`src/rtl/td4_pkg.sv`:
```
// Shared definitions for the TD4 sequencer: opcodes, FSM states, LOAD bit
// indices and the instruction decoder.
package td4_pkg;

  localparam logic [3:0] OP_ADD_A  = 4'b0000;
  localparam logic [3:0] OP_MOV_AB = 4'b0001;
  localparam logic [3:0] OP_IN_A   = 4'b0010;
  localparam logic [3:0] OP_MOV_A  = 4'b0011;
  localparam logic [3:0] OP_MOV_BA = 4'b0100;
  localparam logic [3:0] OP_ADD_B  = 4'b0101;
  localparam logic [3:0] OP_IN_B   = 4'b0110;
  localparam logic [3:0] OP_MOV_B  = 4'b0111;
  localparam logic [3:0] OP_OUT_B  = 4'b1001;
  localparam logic [3:0] OP_OUT_IM = 4'b1011;
  localparam logic [3:0] OP_JNC    = 4'b1110;
  localparam logic [3:0] OP_JMP    = 4'b1111;

  localparam int LD_A   = 0;
  localparam int LD_B   = 1;
  localparam int LD_OUT = 2;
  localparam int LD_PC  = 3;

  localparam logic [3:0] LOAD_NONE = 4'b1111;

  typedef enum logic [1:0] {
    S_FETCH = 2'd0,
    S_EXEC  = 2'd1,
    S_WB    = 2'd2,
    S_PCU   = 2'd3
  } state_t;

  typedef enum logic [1:0] {
    SRC_ZERO = 2'd0,
    SRC_A    = 2'd1,
    SRC_B    = 2'd2,
    SRC_IN   = 2'd3
  } src_t;

  typedef struct packed {
    src_t       src;
    logic [3:0] load_n;   // active-low LOAD pattern for the WB cycle
    logic       is_data;  // data ops update carry; jumps/undefined clear it
  } decode_t;

  function automatic logic [3:0] ld_mask(input int idx);
    return ~(4'b0001 << idx);
  endfunction

  function automatic decode_t decode(input logic [3:0] op);
    decode_t d;
    d = '{src: SRC_ZERO, load_n: LOAD_NONE, is_data: 1'b0};
    case (op)
      OP_ADD_A:  d = '{src: SRC_A,    load_n: ld_mask(LD_A),   is_data: 1'b1};
      OP_MOV_AB: d = '{src: SRC_B,    load_n: ld_mask(LD_A),   is_data: 1'b1};
      OP_IN_A:   d = '{src: SRC_IN,   load_n: ld_mask(LD_A),   is_data: 1'b1};
      OP_MOV_A:  d = '{src: SRC_ZERO, load_n: ld_mask(LD_A),   is_data: 1'b1};
      OP_MOV_BA: d = '{src: SRC_A,    load_n: ld_mask(LD_B),   is_data: 1'b1};
      OP_ADD_B:  d = '{src: SRC_B,    load_n: ld_mask(LD_B),   is_data: 1'b1};
      OP_IN_B:   d = '{src: SRC_IN,   load_n: ld_mask(LD_B),   is_data: 1'b1};
      OP_MOV_B:  d = '{src: SRC_ZERO, load_n: ld_mask(LD_B),   is_data: 1'b1};
      OP_OUT_B:  d = '{src: SRC_B,    load_n: ld_mask(LD_OUT), is_data: 1'b1};
      OP_OUT_IM: d = '{src: SRC_ZERO, load_n: ld_mask(LD_OUT), is_data: 1'b1};
      default:   d = '{src: SRC_ZERO, load_n: LOAD_NONE,       is_data: 1'b0};
    endcase
    return d;
  endfunction

endpackage

```
`src/rtl/td4_alu.sv`:
```
// Combinational adder for the TD4 datapath: a + b -> {carry, sum}.
module td4_alu #(
  parameter int DW = 4
) (
  input  logic [DW-1:0] i_a,
  input  logic [DW-1:0] i_b,
  output logic [DW-1:0] o_sum,
  output logic          o_carry
);

  assign {o_carry, o_sum} = {1'b0, i_a} + {1'b0, i_b};

endmodule

```
`src/rtl/td4_sequencer.sv`:
```
// TD4 control sequencer: fetch/decode/execute over four cycles, driving the
// register file's active-low LOAD enables and IN_DATA write bus.
module td4_sequencer
  import td4_pkg::*;
#(
  parameter int DW = 4,
  parameter int IW = 8
) (
  input  logic          CLK,
  input  logic          RST,
  input  logic          RUN,
  input  logic [IW-1:0] ROM_DATA,
  input  logic [DW-1:0] ADDRESS,
  input  logic [DW-1:0] OUT_A,
  input  logic [DW-1:0] OUT_B,
  input  logic [DW-1:0] IN_PORT,
  output logic [DW-1:0] ROM_ADDR,
  output logic [3:0]    LOAD,
  output logic [DW-1:0] IN_DATA,
  output logic          CARRY
);

  state_t        r_state;
  logic [IW-1:0] r_ir;
  logic [3:0]    r_load;
  logic [DW-1:0] r_in_data;
  logic          r_carry;
  logic          r_taken;

  logic [IW-DW-1:0] w_op;
  logic [DW-1:0]    w_imm;
  logic [DW-1:0]    w_src;
  logic [DW-1:0]    w_sum;
  logic             w_c;
  decode_t          w_dec;

  assign w_op     = r_ir[IW-1:DW];
  assign w_imm    = r_ir[DW-1:0];
  assign w_dec    = decode(w_op);
  assign ROM_ADDR = ADDRESS;
  assign LOAD     = r_load;
  assign IN_DATA  = r_in_data;
  assign CARRY    = r_carry;

  // NOTE: give every always_comb output a default first so no path infers a latch.
  always_comb begin
    w_src = '0;
    case (w_dec.src)
      SRC_A:   w_src = OUT_A;
      SRC_B:   w_src = OUT_B;
      SRC_IN:  w_src = IN_PORT;
      default: w_src = '0;
    endcase
  end

  td4_alu #(.DW(DW)) u_alu (
    .i_a    (w_src),
    .i_b    (w_imm),
    .o_sum  (w_sum),
    .o_carry(w_c)
  );

  // NOTE: state registers use non-blocking assignments so every flop samples pre-edge values.
  always_ff @(posedge CLK or negedge RST) begin
    if (!RST) begin
      r_state   <= S_FETCH;
      r_ir      <= '0;
      r_load    <= LOAD_NONE;
      r_in_data <= '0;
      r_carry   <= 1'b0;
      r_taken   <= 1'b0;
    end else begin
      case (r_state)
        S_FETCH: begin
          r_load <= LOAD_NONE;
          if (RUN) begin
            r_ir    <= ROM_DATA;
            r_state <= S_EXEC;
          end
        end
        S_EXEC: begin
          // JNC tests the carry left by the previous instruction, before it is overwritten here.
          r_taken   <= (w_op == OP_JMP) || ((w_op == OP_JNC) && !r_carry);
          r_carry   <= w_dec.is_data & w_c;
          r_load    <= w_dec.load_n;
          r_in_data <= w_sum;
          r_state   <= S_WB;
        end
        S_WB: begin
          r_load    <= ld_mask(LD_PC);
          r_in_data <= r_taken ? w_imm : ADDRESS + {{(DW-1){1'b0}}, 1'b1};
          r_state   <= S_PCU;
        end
        S_PCU: begin
          r_load  <= LOAD_NONE;
          r_state <= S_FETCH;
        end
        default: begin
          r_load  <= LOAD_NONE;
          r_state <= S_FETCH;
        end
      endcase
    end
  end

endmodule

```
`config.mk`:
```
export PLATFORM = sky130hd
export DESIGN_NAME = td4_sequencer
export DESIGN_NICKNAME = d
export VERILOG_FILES = /design/src/rtl/td4_pkg.sv /design/src/rtl/td4_alu.sv /design/src/rtl/td4_sequencer.sv
export SDC_FILE = /design/constraint.sdc
export NUM_CORES = 1
export LEC_CHECK = 0
export CAP_MARGIN = 20
export CORE_MARGIN = 1.5
export CORE_UTILIZATION = 45
export DETAILED_ROUTE_END_ITERATION = 12
export PLACE_DENSITY_LB_ADDON = 0.3
export SYNTH_ARGS = -nofsm -noshare
export SYNTH_HDL_FRONTEND = slang
export SYNTH_SLANG_ARGS = --single-unit
```
`constraint.sdc`:
```
create_clock -name CLK -period 4.6 [get_ports CLK]
set_input_delay 0.92 -clock CLK [delete_from_list [all_inputs] [get_ports CLK]]
set_output_delay 0.92 -clock CLK [all_outputs]
set_load 0.02 [all_outputs]
```
======== After elaboration in Yosys (flattened, before gate mapping) ========
Memory sizes are Yosys's and may differ from the RTL's.
Index checks and enable logic that the tools add are counted.
cells by class
  multiplexer cells ....................... 6
  $add $sub $neg .......................... 2
  bitwise operators ....................... 1
  eq/ne operators ......................... 9
  reduce and logical (&&, ||, !) cells .... 7
operators with widths
  kind                 count
  $pmux 4 s3           2
  $eq 2x2->1 const B   4
  $eq 4x4->1 const B   2
  $pmux 2 s4           1
  $pmux 4 s2           1
  $add 4x4->5          1
  $add 4x1->4 const B  1
  $eq 2x1->1 const B   2
  $mux 4               1
  $logic_not 2->1      1
  $mux 2               1
  $ne 2x2->1 const B   1
  $reduce_and 2->1     1
  $reduce_bool 2->1    1
  $reduce_or 2->1      1
  $and 1x1->1          1
  $logic_and 1x1->1    1
  $logic_not 1->1      1
  $logic_or 1x1->1     1
word-level totals
  memory bits (read-only) ................. 96
  bits in registers ....................... 20
  memories ................................ 1
memories
  name              words  width  read ports  clocked after memory_dff  write ports  line           text
  (name not given)  16     6      1           0                         0            td4_pkg.sv:52  case (op)

======== Logic depth before layout (Yosys ltp) ========
An unclocked memory read counts as a cell.
  word-level depth ........................ 5
  mapped depth ............................ 12

======== Cells and area by module ========
A second synthesis with hierarchy kept.
second synthesis, totals
  cells, all modules ...................... 121
  area total of the unflattened synthesis .. 1,288.7 um2
by module, submodules not included
  module         cells an instance  area each (um2)  instances
  td4_sequencer  105                1,152.4          1
  td4_alu        16                 136.4            1

======== Least setup slack after synthesis ========
Ideal clock, no wire load.
  path kind ............................... flip-flop to flip-flop
  start point ............................. reg r_ir[4]
  end point ............................... reg r_in_data[3] (netlist: IN_DATA[3])
  required time ........................... 4,496 ps
  slack ................................... 2,134 ps
  library setup time ...................... 104 ps
  arrival ................................. 2,362 ps
  clock period less this slack ............ 2,466 ps
  stages on the path, launching flop included .. 12
  cell sequence ........................... dfrtp_1 inv_2 ha_1 clkbuf_2 a21oi_1 a31oi_2 a211oi_1 ha_1 a21o_1 a21oi_1 xor2_1 o311ai_1
between the ends
  cells in the longest elaborated chain, start to end .. 5
  elaborated cells between the ends (all ways) .. 7
  classes of those cells .................. add/sub (1); eq/ne (3); mux (2); memory (1)
ends and longest elaborated chain
  item                                      line                 text
  start: declaration                        td4_sequencer.sv:24  logic [IW-1:0] r_ir;
  start signal: assignment                  td4_sequencer.sv:67  r_ir <= '0;
  start signal: assignment                  td4_sequencer.sv:77  r_ir <= ROM_DATA;
  $mem_v2 16x6 *                            --
  $eq 2x2->1 or $eq 2x1->1 (tied branches)  td4_sequencer.sv:48  case (w_dec.src)
  $pmux 4 s3 *                              td4_sequencer.sv:48
  $add 4x4->5 *                             td4_alu.sv:11        assign {o_carry, o_sum} = {1'b0, i_a} + {1'b0, i_b};
  $pmux 4 s2 *                              td4_sequencer.sv:73  case (r_state)
  end signal: assignment                    td4_sequencer.sv:86  r_in_data <= w_sum;
  end signal: assignment                    td4_sequencer.sv:91  r_in_data <= r_taken ? w_imm : ADDRESS + {{(DW-1){1'b0}}, 1'b1};
  end: declaration                          td4_sequencer.sv:26  logic [DW-1:0] r_in_data;
Mark *: on every way between the ends. The rest lies on a longest branch, timed or not.
A chain may end at the register's enable or synchronous reset.

======== Worst setup path in the final report ========
  start point ............................. in ADDRESS[0]
  end point ............................... out ROM_ADDR[0]
RTL lines
  item                line                 text
  start: declaration  td4_sequencer.sv:13  input logic [DW-1:0] ADDRESS,
  end: declaration    td4_sequencer.sv:17  output logic [DW-1:0] ROM_ADDR,
No word-level cell between the ends.

==> Flow_metrics.wiki <==
{| class="wikitable"
! Metric !! Value
|-
| Buffer cell driving the clock tree root || sky130_fd_sc_hd__clkbuf_4
|-
| Number of antenna violations at the first check in global routing || 0
|-
| Hold Fails Final Rpt || 0
|-
| DR pass1 iterations || 4
|-
| Number of hold buffers added after cts || 0
|-
| Max Fclk || 0.334 GHz
|-
| Ratio of final minimum period to clock period || 0.651
|-
| Total design power || 0.00116 W
|-
| Highest-count cells in the layout ignoring fill and taps || 39 x sky130_fd_sc_hd__clkdlybuf4s50_1, 16 x sky130_fd_sc_hd__dfrtp_1, 13 x sky130_fd_sc_hd__ha_1, 9 x sky130_fd_sc_hd__inv_1, 8 x sky130_fd_sc_hd__mux2_2
|-
| Cell type group with the largest total delay on the critical path || buffers and inverters
|-
| Vias in the first global route || 953
|-
| Wire length of the first global-routing pass || 4170 um
|-
| Depth of the critical timing path with buffers and inverters included || 2
|-
| Leakage Power || 0.736 nW
|-
| ANT cells || 0
|-
| Number of warnings printed during yosys synthesis || 0
|-
| Final setup vio count || 0
|-
| Placer congestion estimate || 0.782
|-
| Worst-Skew Late Latency || 0.31 ns
|-
| Start point of the critical path || ADDRESS[0]
|-
| Shortest clock period the worst path allows after layout || 3.00 ns
|-
| Non-filler cells in the finished layout || 180
|-
| Crit. End Element || output port
|-
| Number of pins with negative max-slew slack in the final report || 0
|-
| Outcome || finished clean
|-
| Iter 0 DRT Violations || 19
|-
| Total of max-cap violations || 0
|-
| Post-cts resize count || 0
|-
| Routed wire per std cell || 13.7 um
|-
| Most frequent CP cell || sky130_fd_sc_hd__clkdlybuf4s50_1
|-
| Standard-cell rows || 18
|-
| CTS max path bufs || 2
|-
| Num CTS Buffers || 3
|-
| Required @ worst endpoint || 3.68 ns
|-
| Via Count || 959
|-
| Synth top area cells || sky130_fd_sc_hd__dfrtp_1 32%, sky130_fd_sc_hd__ha_1 13%, sky130_fd_sc_hd__dfstp_2 8.5%
|-
| Clk pin slew, worst setup/hold paths || 0.11 ns
|-
| Worst hold path type || reg2reg
|-
| Setup crit start kind || input pin
|-
| Depth of the worst register-to-register path || 10
|-
| Std-Cell Core Area || 2540 um2
|-
| Standard cell with the maximum stage delay on the critical path || sky130_fd_sc_hd__clkdlybuf4s50_1
|-
| Worst hold margin || 0.500 ns
|-
| Y dimension of the die || 55.3 um
|-
| IO Count || 40
|-
| Number of nets still failing antenna checks after routing || 0
|-
| Post-Syn Nets || 155
|-
| Mean post-synth cell area || 10.8 um2
|-
| Distinct cell type count of the synthesized netlist || 32
|-
| Critical Path, Cell by Cell || clkdlybuf4s50_1, clkdlybuf4s50_1
|-
| Worst path bufs/invs || 2
|-
| Net count, final || 192
|-
| Number of sinks handled by clock tree synthesis || 20
|-
| Total global-route track usage || 0.172
|-
| Grt total ovfl || 0
|-
| Register bit count reported by yosys || 20
|-
| Worst Tran Pin Value || 0.907 ns
|-
| Die footprint || 3060 um2
|-
| Maximum fanout along the worst path || 4
|-
| Total routed wirelength || 2460 um
|-
| Fin Setup TNS || 0 ns
|-
| Horizontal extent of the die || 55.3 um
|-
| VDD IR-drop max || 0.438 mV
|-
| CP Capture Point || ROM_ADDR[0]
|-
| End of the worst register-to-register path || IN_DATA[3]
|-
| Detailed placer's ending HPWL || 1960 um
|-
| Post-synthesis cell type with the largest combined area || sky130_fd_sc_hd__dfrtp_1
|-
| Unrepaired setup endpoints after global routing || no
|-
| Pin count of the biggest net entering global routing || 21
|-
| Post-synthesis cell count || 114
|-
| Via density per instance || 5.33
|-
| Reg-to-reg slack, setup || 1.79 ns
|-
| DRC Markers || 0
|-
| Cell Pwr Density || 696 nW/um2
|-
| Placed cell count || 176
|-
| Fraction of final layout cells with drive strength greater than 1 || 0.127
|-
| Worst endpoint data arrival time || 2.08 ns
|-
| Cell area after synthesis || 1230 um2
|-
| Commonest non-fill, non-tap cell in the layout || sky130_fd_sc_hd__clkdlybuf4s50_1
|-
| Post-synth top area share || 0.325
|-
| Biggest cell delay along the critical path || 0.63 ns
|-
| Clock skew || 0.00108 ns
|-
| Count of H-tree levels built during CTS || 1
|-
| CTS tree || yes
|-
| Initial core utilization || 0.484
|-
| Kind of critical path || in2out
|-
| Setup Buffers After CTS || 0
|-
| Number of buffer cells added on primary ports || 39
|-
| Rel. slew slack || 0.393
|-
| Layout filler cell count || 204
|-
| Seq/Total Area, Yosys || 0.410
|-
| Signed area change from the synthesized netlist to the final layout || 35.3%
|-
| Reg-to-Reg Start || r_ir[4]
|}
==> cell families after synthesis <==
logic type               Yosys count  share of synthesized area
flip-flops                        20                      0.410
AO/OA/AOI/OAI                     26                      0.145
adder cells (fa/ha/maj)           14                      0.148
XOR/XNOR                           4                     0.0284
buffers and inverters             17                     0.0670
multiplexers                      14                      0.122
AND/OR/NAND/NOR                   19                     0.0792
==> state kept, by name, summed over array words and instances, names as in the netlist <==
name and count:
r_ir 8, IN_DATA 4, LOAD 4, r_state 2
CARRY 1, r_taken 1
==> area by class of cell <==
class,count,area (um2),share of cell area
clock inverter,1,30.0,0.0180
multi-input combinational,77,644,0.386
tap,30,37.5,0.0225
inverter,10,37.5,0.0225
timing repair buffer,39,390,0.234
clock buffer,3,22.5,0.0135
sequential,20,505,0.303
==> power breakdown <==
group	total (W)	switching, W	internal [W]
clock network	0.000145	0.0000569	0.0000881
registers	0.000352	0.0000831	0.000269
logic	0.000664	0.000343	0.000321
total	0.00116	0.000483	0.000677
==> worst min path at each step <==
stage	from	end	slack, ns	cells past startpoint
final	IN_DATA[1]	IN_DATA[1]	0.50	1
after global routing	IN_DATA[2]	IN_DATA[2]	0.53	1
after CTS	IN_DATA[1]	IN_DATA[1]	0.51	1
after detailed placement	IN_DATA[1]	IN_DATA[1]	0.48	1
after global placement	IN_DATA[1]	IN_DATA[1]	0.47	1
after floorplan	r_ir[6]	LOAD[1]	0.46	1
==> stage by stage <==
stage          utilization  cell area [um2]  setup slack [ns]
3_3_place_gp         0.635             1620              1.63
6_report             0.655             1670              1.60
5_1_grt              0.655             1670              1.55
4_1_cts              0.655             1670              1.60
2_1_floorplan            -             1230              2.13
3_5_place_dp         0.635             1620              1.58
==> cell usage after synthesis (all sizes together) <==
cell type / count
xor2: 3
inv: 10
o2bb2ai: 1
fa: 1
nor3: 1
nor2: 6
xnor2: 1
a31oi: 1
o311ai: 1
a21o: 3
nand3b: 2
o22ai: 1
mux2i: 6
a21oi: 5
dfrtp: 16
mux2: 8
clkbuf: 1
nand2: 5
o21ai: 5
nor2b: 2
buf: 6
nand4: 1
o211a: 1
o211ai: 3
a211oi: 5
dfstp: 4
ha: 13
nand3: 2
==> routing by layer <==
| metal | vias to the layer above | global-route usage | part of all wire |
|---|---|---|---|
| met5 | - | 0 | 0 |
| met4 | 0 | 0.0941 | 0.024 |
| met3 | 5 | 0.0211 | 0.054 |
| met2 | 36 | 0.294 | 0.51 |
| met1 | 447 | 0.208 | 0.42 |
| li1 | 471 | - | - |
Power figures use the tool's default switching activity.
